===== src/rtl/dat_mem_arbiter.sv =====
// -----------------------------------------------------------------------------
// dat_mem_arbiter
//
// Shares the single-port data memory between two requesters: port 0 is the
// core load/store unit and port 1 is the init/DMA loader. One access is
// granted per cycle. Unlocked traffic is shared round-robin. A locked burst
// keeps its grant until it has used MAX_LOCK beats while the other port waits.
//
// Ports
//   clk, reset           clock and synchronous active-high reset
//   reqN                 port N request, held until ackN
//   weN                  port N write (1) / read (0)
//   lockN                port N burst lock, asks to keep the grant across beats
//   addrN, wdataN        port N address and write data
//   ackN                 port N access performed this cycle
//   rdataN               port N read data, valid when ackN & !weN
//   mem_addr             address to the memory
//   mem_data_in          write data to the memory
//   mem_wr_en            write enable to the memory
//   mem_data_out         combinational read data from the memory
// -----------------------------------------------------------------------------
module dat_mem_arbiter #(
   parameter int AW       = 8,
   parameter int DW       = 8,
   parameter int MAX_LOCK = 4
) (
   input  logic          clk,
   input  logic          reset,

   input  logic          req0,
   input  logic          we0,
   input  logic          lock0,
   input  logic [AW-1:0] addr0,
   input  logic [DW-1:0] wdata0,
   output logic          ack0,
   output logic [DW-1:0] rdata0,

   input  logic          req1,
   input  logic          we1,
   input  logic          lock1,
   input  logic [AW-1:0] addr1,
   input  logic [DW-1:0] wdata1,
   output logic          ack1,
   output logic [DW-1:0] rdata1,

   output logic [AW-1:0] mem_addr,
   output logic [DW-1:0] mem_data_in,
   output logic          mem_wr_en,
   input  logic [DW-1:0] mem_data_out
);

   // The lock counter only has to reach MAX_LOCK-1; beyond that it saturates.
   localparam int LCW = (MAX_LOCK > 1) ? $clog2(MAX_LOCK) : 1;
   localparam logic [LCW-1:0] LOCK_LIMIT = LCW'(MAX_LOCK - 1);

   typedef enum logic [1:0] {
      IDLE = 2'd0,
      GNT0 = 2'd1,
      GNT1 = 2'd2
   } state_e;

   state_e         state_q, state_d;
   logic           rrPtr_q, rrPtr_d;
   logic [LCW-1:0] lockCnt_q, lockCnt_d;

   logic   beat0, beat1;
   logic   selfReq, selfLock, otherReq, keepGrant;
   state_e selfState, otherState;

   // A beat happens only while the granted port still requests. Reset kills
   // the beat outright so an in-flight write never reaches the memory.
   assign beat0 = !reset && (state_q == GNT0) && req0;
   assign beat1 = !reset && (state_q == GNT1) && req1;

   assign ack0 = beat0;
   assign ack1 = beat1;

   // Memory side is steered from the granted port only during a real beat;
   // otherwise everything is parked at zero.
   always_comb begin
      mem_addr    = '0;
      mem_data_in = '0;
      mem_wr_en   = 1'b0;
      rdata0      = '0;
      rdata1      = '0;
      if (beat0) begin
         mem_addr    = addr0;
         mem_data_in = wdata0;
         mem_wr_en   = we0;
         rdata0      = mem_data_out;
      end else if (beat1) begin
         mem_addr    = addr1;
         mem_data_in = wdata1;
         mem_wr_en   = we1;
         rdata1      = mem_data_out;
      end
   end

   // View the current grant from the owner's side so the end-of-beat rule is
   // written once for both ports.
   always_comb begin
      selfReq    = 1'b0;
      selfLock   = 1'b0;
      otherReq   = 1'b0;
      selfState  = IDLE;
      otherState = IDLE;
      case (state_q)
         GNT0: begin
            selfReq    = req0;
            selfLock   = lock0;
            otherReq   = req1;
            selfState  = GNT0;
            otherState = GNT1;
         end
         GNT1: begin
            selfReq    = req1;
            selfLock   = lock1;
            otherReq   = req0;
            selfState  = GNT1;
            otherState = GNT0;
         end
         default: begin
         end
      endcase
      keepGrant = selfLock && selfReq && (!otherReq || (lockCnt_q < LOCK_LIMIT));
   end

   // Next-state decision. A locked burst continues while the cap allows it;
   // when a grant ends the pointer moves to the other port, which is served
   // next without a bubble if it is waiting. A sole requester keeps going.
   always_comb begin
      state_d   = state_q;
      rrPtr_d   = rrPtr_q;
      lockCnt_d = lockCnt_q;
      if (state_q == IDLE) begin
         if (req0 && req1) begin
            state_d = rrPtr_q ? GNT1 : GNT0;
         end else if (req0) begin
            state_d = GNT0;
         end else if (req1) begin
            state_d = GNT1;
         end
      end else if (keepGrant) begin
         lockCnt_d = (&lockCnt_q) ? lockCnt_q : lockCnt_q + 1'b1;
      end else begin
         rrPtr_d   = (state_q == GNT0);
         lockCnt_d = '0;
         if (otherReq) begin
            state_d = otherState;
         end else if (selfReq) begin
            state_d = selfState;
         end else begin
            state_d = IDLE;
         end
      end
   end

   // All registered arbiter state: grant owner, fairness pointer, burst count.
   always_ff @(posedge clk) begin
      if (reset) begin
         state_q   <= IDLE;
         rrPtr_q   <= 1'b0;
         lockCnt_q <= '0;
      end else begin
         state_q   <= state_d;
         rrPtr_q   <= rrPtr_d;
         lockCnt_q <= lockCnt_d;
      end
   end

endmodule


===== config.mk =====
export PLATFORM = sky130hd
export DESIGN_NAME = dat_mem_arbiter
export DESIGN_NICKNAME = d
export VERILOG_FILES = /design/src/rtl/dat_mem_arbiter.sv
export SDC_FILE = /design/constraint.sdc
export NUM_CORES = 1
export LEC_CHECK = 0
export CAP_MARGIN = 15
export CORE_MARGIN = 2
export CORE_UTILIZATION = 28
export CTS_CLUSTER_DIAMETER = 100
export CTS_CLUSTER_SIZE = 10
export DETAILED_ROUTE_END_ITERATION = 16
export GPL_ROUTABILITY_DRIVEN = 0
export PLACE_DENSITY = 0.8
export SLEW_MARGIN = 30
export SYNTH_ARGS = -nofsm -noshare
export SYNTH_HDL_FRONTEND = slang
export SYNTH_SLANG_ARGS = --single-unit

===== constraint.sdc =====
create_clock -name clk -period 2.6 [get_ports clk]
set_input_delay 0.78 -clock clk [delete_from_list [all_inputs] [get_ports clk]]
set_output_delay 0.78 -clock clk [all_outputs]
set_load 0.05 [all_outputs]

* Word-level counts from Yosys, hierarchy flattened
Index checks and enable logic that the tools add are counted.
Cells by class: add/sub/neg operators 1, multipliers 0, div/mod/pow operators 0, order comparisons 1, eq/ne operators 5, shifts and indexed selects 0, multiplexer cells 24, bitwise operators 2, reduce and logical (&&, ||, !) cells 15
Operators by type and width (number):
- $mux W8 | 7
- $mux W2 | 10
- $pmux W2 S2 | 2
- $reduce_and A2 Y1 | 4
- $logic_and A1 B1 Y1 | 7
- $pmux W1 S2 | 3
- $ne A4 B3 Y1 const B | 1
- $add A2 B1 Y2 const B | 1
- $eq A2 B1 Y1 const B | 1
- $eq A2 B2 Y1 const B | 1
- $logic_not A1 Y1 | 2
- $logic_not A2 Y1 | 1
- $lt A2 B2 Y1 const B | 1
- $mux W1 | 2
- $ne A2 B1 Y1 const B | 1
- $ne A2 B2 Y1 const B | 1
- $not A1 Y1 | 2
- $logic_or A1 B1 Y1 | 1
Storage, ports and cells: bits in registers 5, bits in latches 0, memory bits (writable) 0, memory bits (read-only) 0, input port bits 48, memories kept 0

* Longest topological paths before layout
Gate-level depths: netlist of the first run.
depth after elaboration 7, mapped depth 8

* Worst setup path after synthesis of the first run
No wires, ideal clock.
kind input to output, start in req1, end out mem_addr[1], arrival time 2.076 ns, data required time 1.820 ns, path slack -0.256 ns, cell stages on the path 6, cells stage by stage nand2_2 > nor2_4 > and2_2 > buf_6 > buf_6 > a22o_1
Between the ends: word-level cells in the longest chain between the ends 3
Ends and longest elaborated chain:
- start: declaration | line 38 | input logic req1,
- $logic_and A1 B1 Y1 | line 73 | assign beat1 = !reset && (state_q == GNT1) && req1;
- via ack1 | line 43 | output logic ack1,
- $mux W8 | line 91 | end else if (beat1) begin
- $mux W8 | line 86 | if (beat0) begin
- end: declaration | line 46 | output logic [AW-1:0] mem_addr,
The timed path passes the listed nets, and every way through them passes these cells.

* Worst setup path in the final report of the first run
start in req0, end out mem_addr[3]
Between the ends: word-level cells in the longest chain between the ends 2
Ends and longest elaborated chain:
- start: declaration | line 30 | input logic req0,
- $logic_and A1 B1 Y1 | line 72 | assign beat0 = !reset && (state_q == GNT0) && req0;
- $mux W8 | line 86
Every way passes these cells.

==> results_dict.tcl, run 1 <==
set metrics [dict create \
    status "finished clean" \
    slowest_stage "a22o_4" \
    flow.area_growth_from_synthesis_pct 205 \
    crit_family "buffers and inverters" \
    hp-class "register to register" \
    clockPowerShare_pct 13.0 \
    ys_seq_area_share_pct 12.9 \
    synth_fp_nets 151 \
    drc 0 \
    fin_crit_ps 2530 \
    antenna_cells 0 \
    power.switching_mw 0.285 \
    dp_hpwl_um 3470 \
    start_util_pct 28.9 \
    track_usage_pct 33.2 \
    p_sw_share_pct 42.1 \
    portBuffers 82 \
    p_int_mw 0.393 \
    cts_buffers 3 \
    finalWorstSetupSlack_ps 67.4 \
    fin_cells 223 \
    slew_viol_final 0 \
    reg2regPathDepth 6 \
    p_leak_nw 1.01 \
    fin_worst_skew_ps 5.75 \
    synth_area_per_cell_sq_um 7.92 \
    crit_buf_inv 4 \
    fin_area_sq_um 2360 \
    insertion_delay_ps 240 \
    path_max_fanout 7 \
    fillCellCount 108 \
    fmax_mhz 395 \
    cpPeakStageDelay_ps 260 \
    ant_nets 0 \
    tightest_slew_ps 387 \
    final_hold_viol_count 0 \
    clock_sinks 5 \
    max_cap_violations 0 \
    hold_ws_ps 472 \
    finalSetupViolCount 0 \
    peakVddDrop_mv 0.381 \
    critPathCaptureType "output pin" \
    wl_um 5160 \
    cts-root-buf "clkbuf_4" \
    path_depth 7 \
    async_reset_ff_share_pct 0 \
    dr_total_vias 1237 \
    num_rows 19 \
    placed_area_sq_um 2120 \
    maxSlewHeadroom_pct 74.2 \
    hp-start "lockCnt_q[1]$_SDFFE_PP0P_" \
    grt_max_degree 12 \
    synth-edff-count 0 \
    ys_types 31 \
    crit_chain "buf_2, nand2_4, nor2_4, buf_12, buf_16, a22o_4, buf_12" \
    startpoint "req0" \
    core_sq_um 2690 \
    dp_worst_setup_slack_ps -391 \
    finalCritPeriodShare_pct 97.4 \
    cts_max_level 1 \
    synth_top_area_share_pct 20.3 \
    ctsLongestPathBuffers 2 \
    synth_seq_cells 5 \
    grt_pass1_wl_um 7800 \
    synth_top_area_cell "a22o_1" \
    antenna_found_initial 0 \
    post-place-cells 212 \
    die_area_sq_um 3210 \
    drt_iter0_drc 30 \
    drive_gt1_share_pct 51.0 \
    synthCells 98 \
    cp-start-kind "input pin" \
    rsz0062_at_grt "no" \
    num-nets-final 246 \
    dieHeight_um 56.6 \
    grt_pass1_vias 1282 \
    wire_per_inst_um 23.1 \
    synthTopCellsByArea "a22o_1 20%, dfxtp_1 13%, ha_1 8.1%, and2_1 6.5%, and3_2 5.8%" \
    r2r-start "state_q[0]$_SDFFE_PP0P_" \
    hold_path_depth 2 \
    synth.cell_area_sq_um 776 \
    critical_path_arrival_ps 1750 \
    io_pins 83 \
    viasPerCell 5.55 \
    crit_top_cell "buf_12" \
    seq_power_share_pct 13.8 \
    crit_required_ps 1820 \
    die_w_um 56.6 \
    reg2reg_to "state_q[1]$_SDFFE_PP0P_" \
    synth-main-ff-cell "dfxtp_1" \
    r2r_slack_ps 730 \
    ctsHoldBuffers 0 \
    yosysWarnings 0 \
    crit_type "input pin to output pin" \
    drt_pre_antenna_iters 4 \
    p_per_area_nw_per_um2 287 \
    endpoint "mem_addr[3]" \
    clk_pin_slew_ps 40 \
    power_frac_comb_pct 73.2 \
    gr-total-overflow 0 \
    cts_tree "yes" \
]
-- Yosys cell counts, types with 3 or more instances --
library cell,instances
ha_1,5
mux2i_1,3
a21oi_1,8
buf_2,3
dfxtp_1,5
buf_6,3
and2_1,8
inv_1,4
nand2_1,9
and3_2,6
a22o_1,18
-- stage by stage --
stage               power [mW]  setup TNS (ps)  utilization (%)
global placement         0.519           -9070             79.0
detailed placement       0.533           -9900             79.0
CTS                      0.669               0             87.8
global route             0.713               0             87.9
floorplan                0.320            -245                -
finish                   0.679               0             87.9
-- area by class of cell --
| cell class | count | area (sq um) | area share (%) |
|---|---|---|---|
| clock buffer | 4 | 26.3 | 1.11 |
| inverter | 4 | 15.0 | 0.636 |
| multi-input combinational | 83 | 835 | 35.3 |
| sequential | 5 | 101 | 4.29 |
| tap | 31 | 38.8 | 1.64 |
| timing repair buffer | 96 | 1350 | 57.0 |
-- cell families (layout without fill, tap and decap cells) --
family / count (synthesis) / in the layout / synth area share [%]
and+or+nand+nor: 39 / 40 / 30.0
adders and majority gates: 5 / 5 / 8.06
muxes: 3 / 3 / 3.87
buffers and inverters: 11 / 104 / 9.19
AOI/OAI and AO/OA: 35 / 35 / 36.0
DFF: 5 / 5 / 12.9
-- state kept, by name (all words and copies together), names as in the netlist --
register / count
lockCnt_q: 2
rrPtr_q: 1
state_q: 2
-- timing repair --
| action | CTS | global route |
|---|---|---|
| gates cloned | 4 | 0 |
| setup buffers | 3 | 0 |
| hold endpoints to repair | 0 | 0 |
| pin swaps | 2 | 3 |
| gates resized for setup | 30 | 8 |
| setup endpoints to repair | 35 | 27 |
-- per-layer routing --
metal | part of all wire [%] | GRT usage [%] | wire length [um] | vias up
met5 | 0 | 0 | 0 | -
met4 | 1.1 | 8.50 | 57 | 0
met3 | 6.9 | 7.60 | 358 | 6
met2 | 53 | 61.1 | 2750 | 67
met1 | 39 | 37.9 | 1990 | 602
li1 | - | - | - | 562
-- worst min path at each step --
| stage | end | slack [ps] |
|---|---|---|
| finish | lockCnt_q[1]$_SDFFE_PP0P_ | 470 |
| global route | rrPtr_q$_SDFFE_PP0P_ | 520 |
| detailed placement | lockCnt_q[1]$_SDFFE_PP0P_ | 470 |
| CTS | lockCnt_q[1]$_SDFFE_PP0P_ | 470 |
| global placement | rrPtr_q$_SDFFE_PP0P_ | 450 |
| floorplan | rrPtr_q$_SDFFE_PP0P_ | 440 |
-- cell usage in the layout, fill, tap and decap left out, drive strengths merged --
cell type	count
clkbuf	4
nand2	11
nor2	4
nand3b	2
a31oi	1
a211oi	1
inv	4
a22oi	2
buf	52
clkdlybuf4s50	44
and3	8
o21ai	2
dfxtp	5
a41oi	1
and2	10
mux2i	3
a21oi	8
ha	5
nor4b	1
nor3	1
nor3b	1
a22o	18
a211o	1
nand3	2
o31ai	1
-- tightest hold or removal path, stage by stage, from the launching register on --
cell	delay, ps
dfxtp_1	310
nand2_1	60
a21oi_1	50
-- power by group through the flow --
stage	clock network [mW]	logic (mW)	registers, mW
3_3_place_gp	0	0.429	0.0901
4_1_cts	0.0965	0.482	0.0910
2_1_floorplan	0	0.231	0.0890
3_5_place_dp	0	0.442	0.0912
6_report	0.0885	0.497	0.0933
5_1_grt	0.104	0.516	0.0935
Power figures use the tool's default switching activity.
==> run 2: changes to the inputs <==
CORE_ASPECT_RATIO = 2   (was unset)
==> results_dict.tcl, run 2 (synthesis gave the netlist of run 1 again) <==
set metrics [dict create \
    status "finished clean" \
    io_pins 83 \
    p_per_area_nw_per_um2 304 \
    peakVddDrop_mv 0.445 \
    portBuffers 82 \
    start_util_pct 28.7 \
    crit_family "flip-flops" \
    finalCritPeriodShare_pct 97.9 \
    wire_per_inst_um 20.1 \
    rsz0062_at_grt "no" \
    insertion_delay_ps 220 \
    die_area_sq_um 3230 \
    final_hold_viol_count 0 \
    drc 0 \
    die_w_um 41.2 \
    core_sq_um 2700 \
    hold_path_depth 2 \
    dp_worst_setup_slack_ps -392 \
    drt_pre_antenna_iters 4 \
    crit_required_ps 1820 \
    flow.area_growth_from_synthesis_pct 206 \
    layout_commonest_cell "clkdlybuf4s50_1" \
    hp-start "rrPtr_q$_SDFFE_PP0P_" \
    r2r_slack_ps 820 \
    antenna_found_initial 0 \
    path_depth 7 \
    grt_max_degree 12 \
    reg2reg_to "state_q[1]$_SDFFE_PP0P_" \
    clock_sinks 5 \
    max_cap_violations 0 \
    drive_gt1_share_pct 50.3 \
    wl_um 4470 \
    grt_pass1_vias 1350 \
    final_cell_mix "44 x clkdlybuf4s50_1, 36 x buf_12, 17 x a22o_4" \
    fillCellCount 127 \
    viasPerCell 5.57 \
    cts_max_level 1 \
    antenna_cells 0 \
    fmax_mhz 393 \
    fin_crit_ps 2540 \
    fin_cells 222 \
    reg2regPathDepth 6 \
    crit_type "register to output pin" \
    path_max_fanout 9 \
    dp_hpwl_um 3150 \
    maxSlewHeadroom_pct 74.6 \
    gr-total-overflow 0 \
    drt_iter0_drc 43 \
    dieHeight_um 78.4 \
    cts-root-buf "clkbuf_8" \
    crit_chain "inv_1, ha_2, nand2_8, nor2_4, and2_4, a22o_4, buf_12" \
    power_mw 0.721 \
    cts_buffers 3 \
    finalWorstSetupSlack_ps 55.8 \
    clk_pin_slew_ps 30 \
    hp-class "register to register" \
    grt_pass1_wl_um 6600 \
    cpPeakStageDelay_ps 420 \
    track_usage_pct 29.6 \
    crit_buf_inv 2 \
    hold-path-endpoint "rrPtr_q$_SDFFE_PP0P_" \
    fin_worst_skew_ps 2.49 \
    dr_total_vias 1237 \
    multiInputGateArea_sq_um 820 \
    cts_tree "yes" \
    ctsLongestPathBuffers 2 \
    critPathCaptureType "output pin" \
    post-place-cells 210 \
    slew_viol_final 0 \
    critical_path_arrival_ps 1760 \
    slowest_stage "dfxtp_1" \
    num-nets-final 247 \
    r2r-start "state_q[0]$_SDFFE_PP0P_" \
    top_regs "lockCnt_q: 2 flops, state_q: 2 flops, rrPtr_q: 1 flops" \
    p_leak_nw 1.03 \
    finalSetupViolCount 0 \
    regArea_sq_um 100 \
    ctsHoldBuffers 0 \
    ant_nets 0 \
    cp-start-kind "register" \
    num_rows 27 \
    tightest_slew_ps 381 \
]
[run 2: how the worst max path moves through the flow]
stage | slack, ps | startpoint | endpoint
2_1_floorplan | -30 | req1 | mem_addr[1]
3_3_place_gp | -340 | req1 | mem_data_in[1]
3_5_place_dp | -390 | req1 | mem_addr[6]
4_1_cts | 1 | req1 | rdata1[2]
5_1_grt | 1 | state_q[0]$_SDFFE_PP0P_ | rdata1[0]
6_report | 60 | state_q[0]$_SDFFE_PP0P_ | mem_data_in[3]
[run 2: metrics by stage]
stage	hold slack (ps)	utilization [%]	setup TNS [ps]	instance area (sq um)
floorplan	435	-	-245	903
global placement	455	78.5	-8730	2120
finish	485	87.9	0	2370
CTS	473	87.8	0	2370
detailed placement	468	78.5	-10030	2120
global route	518	87.9	0	2370
[run 2: tightest hold or removal path: stages (launching register included)]
cell and delay, ps:
dfxtp_1 320, nand2_1 60, mux2i_1 50
[run 2: report_power, final]
group	switching, mW	leakage [nW]	internal, mW
sequential	0.00737	0.0407	0.0839
combinational	0.241	0.965	0.249
clock	0.0349	0.0228	0.105
total	0.283	1.03	0.438
[run 2: layout make-up]
class                   instances  share of cell area (%)
inverters                       4                   0.632
multi-input cells              83                    34.5
well taps                      29                    1.53
clock buffers                   4                    1.90
repair buffers                 97                    57.2
flip-flops and latches          5                    4.21
[run 2: what timing repair did]
| item | in CTS | in global routing |
|---|---|---|
| buffers inserted | 4 | 0 |
| cloned | 4 | 0 |
| endpoints found under the hold margin | 0 | 0 |
| pin swaps | 4 | 1 |
| endpoints found under the setup margin | 35 | 31 |
| resized for setup | 29 | 4 |
[run 2: metal layers]
metal,GRT usage [%],part of all wire (%),vias to the layer above
li1,-,-,561
met1,31.8,33,551
met2,49.5,50,110
met3,8.76,14,15
met4,12.6,2.9,0
met5,0,0,-
==> run 3: changes to the inputs <==
CORE_MARGIN = 5   (was 2)
SLEW_MARGIN = unset   (was 30)
==> results_dict.tcl, run 3 (synthesis gave the netlist of run 1 again) <==
set metrics [dict create \
    wl_um 4830 \
    cts_max_level 1 \
    finalSetupViolCount 0 \
    drc 0 \
    cts_tree "yes" \
    fin_area_sq_um 2320 \
    num_rows 27 \
    fmax_mhz 389 \
    dp_hpwl_um 3560 \
    antenna_found_initial 0 \
    clock_sinks 5 \
    die_area_sq_um 3990 \
    hp-class "register to register" \
    viasPerCell 5.56 \
    cts_buffers 3 \
    slew_viol_final 0 \
    path_max_fanout 9 \
    dr_total_vias 1228 \
    finalCritPeriodShare_pct 98.9 \
    cp-start-kind "input pin" \
    start_util_pct 28.7 \
    grt_max_degree 14 \
    final_hold_viol_count 0 \
    fin_worst_skew_ps 0.0763 \
    drive_gt1_share_pct 50.5 \
    crit_required_ps 1820 \
    drt_iter0_drc 22 \
    tightest_slew_ps 408 \
    hold_path_depth 2 \
    insertion_delay_ps 220 \
    ant_nets 0 \
    layout_commonest_cell "clkdlybuf4s50_1" \
    cts-root-buf "clkbuf_8" \
    clk_pin_slew_ps 30 \
    critical_path_arrival_ps 1790 \
    ctsLongestPathBuffers 2 \
    die_w_um 47.2 \
    reg2regPathDepth 6 \
    grt_pass1_wl_um 7200 \
    p_leak_nw 0.994 \
    hold_ws_ps 469 \
    antenna_cells 0 \
    fin_crit_ps 2570 \
    track_usage_pct 24.9 \
    wire_per_inst_um 21.9 \
    top_regs "lockCnt_q: 2 flops, state_q: 2 flops, rrPtr_q: 1 flops" \
    rsz0062_at_grt "no" \
    ctsHoldBuffers 0 \
    gr-total-overflow 0 \
    placed_area_sq_um 2110 \
    io_pins 83 \
    dieHeight_um 84.4 \
    max_cap_violations 0 \
    portBuffers 82 \
    crit_type "input pin to output pin" \
    drt_pre_antenna_iters 4 \
    p_per_area_nw_per_um2 310 \
    num-nets-final 246 \
    status "finished clean" \
    peakVddDrop_mv 0.356 \
    critPathCaptureType "output pin" \
    maxSlewHeadroom_pct 72.8 \
    grt_pass1_vias 1310 \
    flow.area_growth_from_synthesis_pct 199 \
    final_cell_mix "44 x clkdlybuf4s50_1, 36 x buf_12, 17 x a22o_4" \
    core_sq_um 2700 \
]
==> run 3: power breakdown <==
| group | switching [mW] | internal [mW] |
|---|---|---|
| logic | 0.241 | 0.240 |
| registers | 0.00709 | 0.0845 |
| clock network | 0.0401 | 0.105 |
| total | 0.288 | 0.430 |
==> run 3: layout make-up <==
class | instances | area [sq um]
timing repair buffer | 96 | 1310
multi-input combinational | 83 | 807
fill | 154 | 387
sequential | 5 | 101
clock buffer | 4 | 45.0
tap | 29 | 36.3
inverter | 4 | 15.0
==> run 3: routing by layer <==
layer  wire [um]  share of wire [%]  GRT usage [%]  up-vias
met5           0                  0              0        -
met4         101                2.1           7.30        0
met3         543                 11           6.01       11
met2        2510                 52           44.1       94
met1        1680                 35           27.0      562
li1            -                  -              -      561
==> run 3: worst max-delay path, stage by stage <==
cell and delay [ps]:
clkdlybuf4s15_2 240, nand2_8 60, nor2_4 140, buf_4 190, and3_2 240, buf_12 140
==> run 3: timing repair <==
item	4_1_cts	5_1_grt
endpoints found under the hold margin	0	0
pin swaps	6	1
cloned	2	0
setup buffers	6	0
gates resized for setup	22	7
setup endpoints to repair	35	34
==> run 3: per-stage QoR <==
stage | worst slack [ps] | setup TNS, ps | util (%) | power [mW] | instances
after floorplan | -27.0 | -245 | - | 0.320 | 98
after global placement | -348 | -8830 | 78.2 | 0.520 | 209
after CTS | 8.40 | 0 | 85.2 | 0.706 | 221
after global routing | 9.06 | 0 | 85.7 | 0.752 | 221
final | 29.3 | 0 | 85.7 | 0.718 | 221
after detailed placement | -408 | -10240 | 78.2 | 0.535 | 209
==> run 3: path summary, 6_finish.rpt <==
path	slack, ps	to	startpoint
worst max-delay path	30	rdata1[4]	req1
worst min-delay path	470	state_q[1]$_SDFFE_PP0P_	state_q[1]$_SDFFE_PP0P_
worst max register to register	740	state_q[0]$_SDFFE_PP0P_	state_q[0]$_SDFFE_PP0P_
worst min register to register	470	state_q[1]$_SDFFE_PP0P_	state_q[1]$_SDFFE_PP0P_
